--- src/rtl/speed_key_events.sv ---
// Debounced speed-button event generator; raw key edge to strobe is DEBOUNCE_CYCLES+3 clocks, no backpressure.
// Define SPEED_KEY_AUTOREPEAT_EN to compile in hold-to-repeat for the up/down keys.
module speed_key_events #(
    parameter int DEBOUNCE_CYCLES = 270000,
    parameter int REPEAT_DELAY    = 13500000,
    parameter int REPEAT_RATE     = 2700000
) (
    input  logic       clk,
    input  logic       rst_n,
    input  logic       key_up_n,
    input  logic       key_down_n,
    input  logic       key_reset_n,
    output logic       speed_up_event,
    output logic       speed_down_event,
    output logic       speed_reset_event,
    output logic [2:0] keys_held
);

    localparam int             DW    = $clog2(DEBOUNCE_CYCLES);
    localparam logic [DW-1:0]  DLAST = DW'(DEBOUNCE_CYCLES - 1);

    if (DEBOUNCE_CYCLES < 2 || REPEAT_DELAY < 1 || REPEAT_RATE < 1) begin : g_cfg_check
        $error("speed_key_events: illegal parameter values");
    end

    // Key vectors are ordered {reset, down, up}, 1 = pressed.
    logic [2:0]    w_raw;
    logic [2:0]    r_sync1, r_sync2, r_deb, r_held, r_ev;
    logic [DW-1:0] r_dcnt [3];
    logic [2:0]    w_press, w_ev_nxt;

    assign w_raw   = {~key_reset_n, ~key_down_n, ~key_up_n};
    assign w_press = r_deb & ~r_held;

    always_ff @(posedge clk or negedge rst_n) begin
        if (!rst_n) begin
            r_sync1 <= '0;
            r_sync2 <= '0;
            r_deb   <= '0;
            r_held  <= '0;
            r_ev    <= '0;
            for (int k = 0; k < 3; k++) r_dcnt[k] <= '0;
        end else begin
            r_sync1 <= w_raw;
            r_sync2 <= r_sync1;
            r_held  <= r_deb;
            r_ev    <= w_ev_nxt;
            for (int k = 0; k < 3; k++) begin
                if (r_sync2[k] != r_deb[k]) begin
                    if (r_dcnt[k] == DLAST) begin
                        r_deb[k]  <= r_sync2[k];
                        r_dcnt[k] <= '0;
                    end else begin
                        r_dcnt[k] <= r_dcnt[k] + DW'(1);
                    end
                end else begin
                    r_dcnt[k] <= '0;
                end
            end
        end
    end

`ifdef SPEED_KEY_AUTOREPEAT_EN
    localparam int RMAX = (REPEAT_DELAY > REPEAT_RATE) ? REPEAT_DELAY : REPEAT_RATE;
    localparam int RW   = $clog2(RMAX + 1);

    typedef enum logic [1:0] {IDLE, DELAY, REPEAT} rep_state_t;

    rep_state_t    r_state, w_state_nxt;
    logic [RW-1:0] r_rcnt, w_rcnt_nxt;
    logic          r_rep_dn, w_rep_dn_nxt;

    always_ff @(posedge clk or negedge rst_n) begin
        if (!rst_n) begin
            r_state  <= IDLE;
            r_rcnt   <= '0;
            r_rep_dn <= 1'b0;
        end else begin
            r_state  <= w_state_nxt;
            r_rcnt   <= w_rcnt_nxt;
            r_rep_dn <= w_rep_dn_nxt;
        end
    end
`endif

    always_comb begin
        w_ev_nxt = 3'b000;
        if (w_press[2])      w_ev_nxt = 3'b100;
        else if (w_press[1]) w_ev_nxt = 3'b010;
        else if (w_press[0]) w_ev_nxt = 3'b001;
`ifdef SPEED_KEY_AUTOREPEAT_EN
        w_state_nxt  = r_state;
        w_rcnt_nxt   = r_rcnt;
        w_rep_dn_nxt = r_rep_dn;
        case (r_state)
            IDLE: begin
                // Only a lone up or down key arms the repeat.
                if ((w_ev_nxt == 3'b010 || w_ev_nxt == 3'b001) && r_deb == w_ev_nxt) begin
                    w_state_nxt  = DELAY;
                    w_rcnt_nxt   = RW'(REPEAT_DELAY - 1);
                    w_rep_dn_nxt = w_ev_nxt[1];
                end
            end
            default: begin
                // Any change of the held set cancels; a press in the same cycle still wins arbitration.
                if (r_deb != r_held) begin
                    w_state_nxt = IDLE;
                end else if (r_rcnt == '0) begin
                    w_ev_nxt    = r_rep_dn ? 3'b010 : 3'b001;
                    w_state_nxt = REPEAT;
                    w_rcnt_nxt  = RW'(REPEAT_RATE - 1);
                end else begin
                    w_rcnt_nxt  = r_rcnt - RW'(1);
                end
            end
        endcase
`endif
    end

    assign speed_up_event    = r_ev[0];
    assign speed_down_event  = r_ev[1];
    assign speed_reset_event = r_ev[2];
    assign keys_held         = r_held;

endmodule
--- config.mk ---
export PLATFORM = sky130hd
export DESIGN_NAME = speed_key_events
export DESIGN_NICKNAME = d
export VERILOG_FILES = /design/src/rtl/speed_key_events.sv
export SDC_FILE = /design/constraint.sdc
export NUM_CORES = 1
export LEC_CHECK = 0
export ABC_AREA = 1
export BUFFER_PORTS_ARGS = -buffer_cell sky130_fd_sc_hd__buf_2
export CAP_MARGIN = 20
export CELL_PAD_IN_SITES_DETAIL_PLACEMENT = 2
export CELL_PAD_IN_SITES_GLOBAL_PLACEMENT = 2
export CORE_AREA = 2 2 102 104
export CTS_CLUSTER_DIAMETER = 150
export DETAILED_ROUTE_END_ITERATION = 12
export DIE_AREA = 0 0 104 106
export PLACE_DENSITY_LB_ADDON = 0.2
export SYNTH_ARGS = -nofsm -noshare
export SYNTH_HDL_FRONTEND = slang
export SYNTH_SLANG_ARGS = --single-unit
--- constraint.sdc ---
create_clock -name clk -period 1.9 [get_ports clk]
set_input_delay 0.38 -clock clk [delete_from_list [all_inputs] [get_ports clk]]
set_output_delay 0.38 -clock clk [all_outputs]
set_load 0.01 [all_outputs]
==> key figures, run 1 <==
Drt
  • Wire length per cell: about 15 um
  • 1st-iter DRT viols: 91
  • 1st-pass router iterations: 4
  • DRC: 0
  • Total Routed Length: 9370 um
  • Via density: 4.73
  • Routed Antenna Nets: 0
  • Routed vias: just under 3000

Floorplan
  • Die area: between 0.01 and 0.015 sq mm
  • I/O pin count: 11
  • Die Wd: ~100 um
  • Starting utilization of the core area: a little over a third
  • Core Footprint: 0.0100 sq mm
  • Chip height: between 100 and 150 um
  • Cell Rows: 37

Clock tree
  • CTS Buffer Depth: 2
  • H-tree depth: 3
  • Post-CTS Setup Repair Bufs: 0
  • CTS clk-pin slew, worst paths: 80 ps
  • Root buffer cell: clkbuf_8
  • Worst-Skew Late Latency: around 350 ps
  • CTS tree: built
  • Clock Sinks: 72
  • Total CTS buffers: 9

Finish
  • Inserted Diodes: 0
  • Area growth from synthesis to layout: 13.5%
  • Most frequent cells in the layout: nor2_1 (103), nand2_1 (89), dfrtp_1 (72)
  • Layout cells sized above 1: 12.3%
  • # fillers: between 1000 and 1500
  • Final-stage net count: a little under 500
  • Most common cell after layout, fill and taps aside: nor2_1

Critical path
  • Crit-path max FO: 12
  • Worst Setup Start Kind: flop
  • Worst reg2reg path depth: 6
  • CP arrival: around 1700 ps
  • R2R Path End: r_dcnt[31]
  • Req. time, crit path: 2130 ps
  • Reg2Reg Setup Slack: 410 ps
  • Crit path kind: flop to flop
  • FF-to-FF Start: r_dcnt[19]
  • CP endpoint kind: flop

Pwr
  • Peak supply drop: 0.000418 V
  • Pwr Density: 762 mW/mm^2
  • Lkg Pwr: between 1.5 and 2 nW

Run status
  • Status: finished clean

Global route
  • Vias in the first global route: around 3200
  • Pin count of the biggest net entering global routing: 35
  • Initial antenna violation count: 0
  • Gr ovfl total: 0
  • Gr usage total: approximately a fifth
  • Global-route wire length before repair: about 16000 um

Timing
  • Fin. Hold Viols: 0
  • Worst Tran Pin Value: roughly 420 ps
  • Layout Skew: between 10 and 15 ps
  • Min setup slack post-route: ~410 ps
  • Tmin final: about 1500 ps
  • Fmax: ~670 MHz
  • Slew headroom: 71.7%
  • Setup TNS: 0 ps
  • RSZ-0062 raised after global routing: false
  • Fin crit share: between 70% and 80%
  • Final setup vio count: 0
  • Slew Limit Fails: 0

Synth
  • Mapped Avg Cell Area: slightly above 8 sq um
  • Ys flop type: dfrtp_1
  • Sequential area share after synthesis: around half
  • Yosys reg bits: 72
  • Synth Net Count: 459
  • Yosys warns: 0
  • EDFF count, synth: 0
  • Post-synthesis instance total: between 400 and 500
  • Count of different cell masters after synthesis: 23
  • Mapped cell area: 0.00365 sq mm
  • Asr flop ratio synth: 100%

Placed design
  • Pre-CTS WS: just under 400 ps
  • # port buffers: 10
  • Post-DP HPWL: 6840 um
  • GP Congestion: 0.771

Run
  • Max_cap viols: 0

Hold path
  • Worst hold endpoint: r_sync1[0]
  • Hold WC Path Type: input port to flop
  • Hold Path Origin: key_up_n
  • Hold path cells: 2
==> cell type report <==
type	instances	area [sq um]	area share, %
flip-flops and latches	72	1800	43.5
inverters	63	239	5.77
repair buffers	14	97.6	2.36
well taps	136	170	4.11
clock inverters	6	108	2.60
multi-input cells	315	1600	38.6
clock buffers	10	128	3.08
==> routing by layer <==
metal,GRT usage [%],vias to the layer above,wire [um]
met5,0,-,0
met2,33.1,15,4920
met3,3.49,7,149
met1,23.2,1470,4220
li1,-,1419,-
met4,5.50,0,89
==> stage by stage <==
| step | util (%) | hold WS, ps | cells | total power [mW] | cell area, sq um |
|---|---|---|---|---|---|
| after floorplan | - | 84.4 | 451 | 1.65 | 3650 |
| after global placement | 39.0 | 336 | 599 | 1.71 | 3900 |
| after detailed placement | 39.0 | 338 | 599 | 1.72 | 3900 |
| after CTS | 41.4 | 138 | 616 | 3.21 | 4140 |
| after global routing | 41.4 | 151 | 616 | 3.28 | 4140 |
| final | 41.4 | 167 | 616 | 3.16 | 4140 |
==> worst max-delay path, stage by stage, from the launching register on <==
cell,delay (ps)
dfrtp_1,370
ha_1,210
nand3_1,180
nor2_1,160
nand3_2,120
nand2_2,250
nor2_1,80
==> registers in the layout, indices dropped and copies added, names as in the netlist <==
name and flops:
r_dcnt 57, keys_held 3, r_deb 3, r_ev 3, r_sync1 3, r_sync2 3
==> synthesized netlist by cell type (2+ instances only) <==
cell type | count | share of area (%)
nor2_1 | 103 | 11
nand2_1 | 89 | 9.2
dfrtp_1 | 72 | 49
inv_1 | 61 | 6.3
nand3_1 | 30 | 4.1
xor2_1 | 24 | 5.8
xnor2_1 | 11 | 2.6
nand2_2 | 9 | 1.5
nor2_2 | 9 | 1.5
a21oi_1 | 7 | 0.96
nor2_4 | 7 | 2.2
o21ai_0 | 6 | 0.82
nand3_2 | 4 | 1.1
ha_1 | 3 | 1.0
nand3b_1 | 3 | 0.62
nor3_1 | 3 | 0.41
nand4_1 | 2 | 0.34
nor3b_1 | 2 | 0.41
o21bai_1 | 2 | 0.41
==> how the worst max path moves through the flow <==
stage / from / endpoint / slack, ps / cells after the start
2_1_floorplan: r_dcnt[38] / r_dcnt[50] / 600 / 8
5_1_grt: r_dcnt[19] / r_dcnt[24] / 260 / 6
4_1_cts: r_dcnt[19] / r_dcnt[19] / 350 / 6
3_5_place_dp: r_dcnt[19] / r_dcnt[28] / 390 / 6
3_3_place_gp: r_dcnt[19] / r_dcnt[30] / 450 / 6
6_report: r_dcnt[19] / r_dcnt[31] / 410 / 6
==> logic make-up (layout without fill, tap and decap cells) <==
logic type               Yosys count  after routing  synth area share (%)
AND/OR/NAND/NOR                  262            262                  32.2
flip-flops                        72             72                  49.4
buffers and inverters             64             93                  6.86
XOR/XNOR                          35             35                  8.40
AO/OA/AOI/OAI                     15             15                  2.19
adder cells (fa/ha/maj)            3              3                  1.03
==> power by group <==
part / internal (mW) / switching [mW]
Sequential: 1.55 / 0.0150
Combinational: 0.0320 / 0.0818
Clock: 0.869 / 0.606
Total: 2.45 / 0.702
==> what timing repair did <==
| action | 4_1_cts | 5_1_grt |
|---|---|---|
| hold endpoints to repair | 25 | 0 |
| hold buffers | 1 | 0 |
| resized for setup | 0 | 0 |
Note: power is estimated with default switching activity, not from simulation.
==> run 2, diff against run 1 <==
--- a/config.mk
+++ b/config.mk
@@ -5,15 +5,15 @@
 export SDC_FILE = /design/constraint.sdc
 export NUM_CORES = 1
 export LEC_CHECK = 0
-export ABC_AREA = 1
+export ABC_AREA = 0
 export BUFFER_PORTS_ARGS = -buffer_cell sky130_fd_sc_hd__buf_2
 export CAP_MARGIN = 20
 export CELL_PAD_IN_SITES_DETAIL_PLACEMENT = 2
 export CELL_PAD_IN_SITES_GLOBAL_PLACEMENT = 2
-export CORE_AREA = 2 2 102 104
+export CORE_AREA = 2 2 95 97
 export CTS_CLUSTER_DIAMETER = 150
 export DETAILED_ROUTE_END_ITERATION = 12
-export DIE_AREA = 0 0 104 106
+export DIE_AREA = 0 0 97 99
 export PLACE_DENSITY_LB_ADDON = 0.2
 export SYNTH_ARGS = -nofsm -noshare
 export SYNTH_HDL_FRONTEND = slang
==> constraint.sdc (replaced) <==
create_clock -name clk -period 1.4 [get_ports clk]
set_input_delay 0.28 -clock clk [delete_from_list [all_inputs] [get_ports clk]]
set_output_delay 0.28 -clock clk [all_outputs]
set_load 0.01 [all_outputs]
==> key figures, run 2 <==
Run status
  • Status: complete, but fails checks
  • Failing checks: setup timing

Timing
  • RSZ-0062 raised after global routing: true
  • Tmin final: between 1500 and 2000 ps
  • Slew Limit Fails: 0
  • Slew headroom: ~63%
  • Setup TNS: -15740 ps
  • Min setup slack post-route: -441 ps
  • Worst Tran Pin Value: roughly 550 ps
  • Fmax: ~540 MHz
  • Fin. Hold Viols: 0
  • Final setup vio count: 60
  • Layout Skew: slightly below 20 ps
  • Fin crit share: 131%
  • WHS: about 49 ps

Synth
  • Mapped Avg Cell Area: slightly above 10 sq um
  • Mapped cell area: 0.00333 sq mm
  • Yosys warns: 0
  • Sequential area share after synthesis: roughly 54%
  • Area leader, netlist: dfrtp_1
  • Synth top area share: a little over half
  • Synth cell count leaders: dfrtp_1 (72), nor2_1 (63), xnor2_1 (29), nand3_1 (24)
  • Count of different cell masters after synthesis: 35
  • Yosys reg bits: 72
  • Post-synthesis instance total: 323
  • Most frequent cell after synthesis: dfrtp_1
  • Ys flop type: dfrtp_1
  • EDFF count, synth: 0
  • Synth top area cells: dfrtp_1 (54%), xnor2_1 (7.6%), nor2_1 (7.1%)
  • Synth Net Count: around 330
  • Asr flop ratio synth: 100%

Global route
  • Gr usage total: just over 30%
  • Vias in the first global route: approximately 3600
  • Initial antenna violation count: 0
  • Gr ovfl total: 0
  • Global-route wire length before repair: 21700 um
  • Pin count of the biggest net entering global routing: 73

Clock tree
  • Total CTS buffers: 9
  • CTS Buffer Depth: 2
  • Clock Sinks: a little over 70
  • H-tree depth: 3
  • Worst-Skew Late Latency: 380 ps
  • CTS tree: built
  • Root buffer cell: clkbuf_8
  • CTS clk-pin slew, worst paths: ~100 ps

Finish
  • Inserted Diodes: 0
  • Final-stage net count: roughly 440
  • Final Non-Filler Cells: about 550
  • Most frequent cells in the layout: buf_4 (79), dfrtp_1 (64), nor2_1 (40)
  • Design area: a little over 0.005 sq mm
  • Most common cell after layout, fill and taps aside: buf_4
  • Largest Register: r_dcnt
  • Sequential cell area: 0.00181 sq mm
  • Area growth from synthesis to layout: 52.2%
  • # fillers: 780
  • Final Core Density: around three fifths
  • Area of the multi-input gates: between 0.0015 and 0.002 sq mm
  • Max reg flops: 57
  • Layout cells sized above 1: between 40% and 50%

Critical path
  • Worst path top cell family by delay: simple AND/OR/NAND/NOR gates
  • WP buf/inv: 3
  • CP endpoint kind: flop
  • Req. time, crit path: between 1500 and 2000 ps
  • Worst path most repeated cell: buf_6
  • CP arrival: 2100 ps
  • Critical path's largest stage delay: 410 ps
  • Critical path's slowest cell: dfrtp_1
  • Crit path kind: flop to flop
  • Crit-path max FO: 6
  • Crit-path cells: buf_4 -> buf_6 -> nand4_1 -> buf_6 -> nor3_1 -> xnor2_1 -> nor2_2
  • Worst Setup Start Kind: flop

Floorplan
  • Chip height: a little under 100 um
  • Starting utilization of the core area: between 30% and 40%
  • Die area: 0.00960 sq mm
  • Core Footprint: around 0.0086 sq mm
  • Cell Rows: 34
  • I/O pin count: 11
  • Die Wd: between 90 and 100 um

Placed design
  • GP Congestion: 0.785
  • Area after DPL: between 0.004 and 0.005 sq mm
  • # port buffers: 10
  • Post-DP HPWL: ~6800 um
  • Pre-CTS WS: -280 ps
  • # placed instances: approximately 510

Drt
  • Total Routed Length: 16400 um
  • 1st-pass router iterations: 4
  • Via density: around 5.8
  • DRC: 0
  • 1st-iter DRT viols: around 120
  • Routed vias: 3168
  • Routed Antenna Nets: 0
  • Wire length per cell: roughly 30 um

Pwr
  • Pwr Density: between 800 and 900 mW/mm^2
  • Peak supply drop: about 0.0007 V
  • Design Power: 4.15 mW
  • Lkg Pwr: around 2.2 nW

Hold path
  • Hold WC Path Type: input port to flop

Run
  • Max_cap viols: 0
## run 2: changes by cell type after synthesis, sizes merged, moves of 7 or more
cell / previous run / this run
xnor2: 11 / 29
inv: 63 / 13
nor2: 119 / 63
nand3: 34 / 24
nand4: 2 / 19
xor2: 24 / 17
nand2: 98 / 11
nor4: 1 / 11
## run 2: per-layer routing
layer | up-vias | GRT usage, % | share of wire (%)
li1 | 1343 | - | -
met1 | 1633 | 34.9 | 37
met2 | 129 | 54.4 | 53
met3 | 63 | 5.46 | 4.4
met4 | 0 | 13.9 | 5.2
met5 | - | 0 | 0
## run 2: power by group
part / switching (mW) / internal [mW]
Combinational: 0.171 / 0.126
Sequential: 0.0385 / 2.11
Clock: 1.02 / 0.684
## run 2: final timing paths
path,startpoint,to,slack [ps],depth (start not counted)
setup / recovery,r_dcnt[19],r_dcnt[28],-440,7
hold / removal,key_reset_n,r_sync1[2],50,2
setup reg to reg,r_dcnt[19],r_dcnt[28],-440,7
hold reg to reg,r_sync1[2],r_sync2[2],390,0
max in group asynchronous,rst_n,r_dcnt[46],590,3
min in group asynchronous,rst_n,r_dcnt[48],450,3
## run 2: area by class of cell
| type | count | area share, % |
|---|---|---|
| clock inverter | 7 | 1.29 |
| sequential | 72 | 35.8 |
| timing repair buffer | 108 | 18.3 |
| inverter | 13 | 0.964 |
| multi-input combinational | 232 | 38.5 |
| clock buffer | 9 | 2.45 |
| tap | 108 | 2.67 |
## run 2: cell families (layout without fill, tap and decap cells)
family / after synthesis / count (layout) / share of synthesized area (%)
AO/OA/AOI/OAI: 17 / 17 / 3.24
XOR/XNOR: 46 / 46 / 12.1
adder cells (fa/ha/maj): 3 / 3 / 1.13
buffers and inverters: 19 / 137 / 2.33
flip-flops: 72 / 72 / 54.2
multiplexers: 5 / 5 / 1.62
AND/OR/NAND/NOR: 161 / 161 / 25.4
## run 2: repair_timing
item	in CTS	in global routing
setup buffers	16	15
gates resized for setup	45	71
hold buffers	1	0
hold endpoints to repair	72	0
gates cloned	3	0
pin swaps	25	28
setup endpoints to repair	60	60
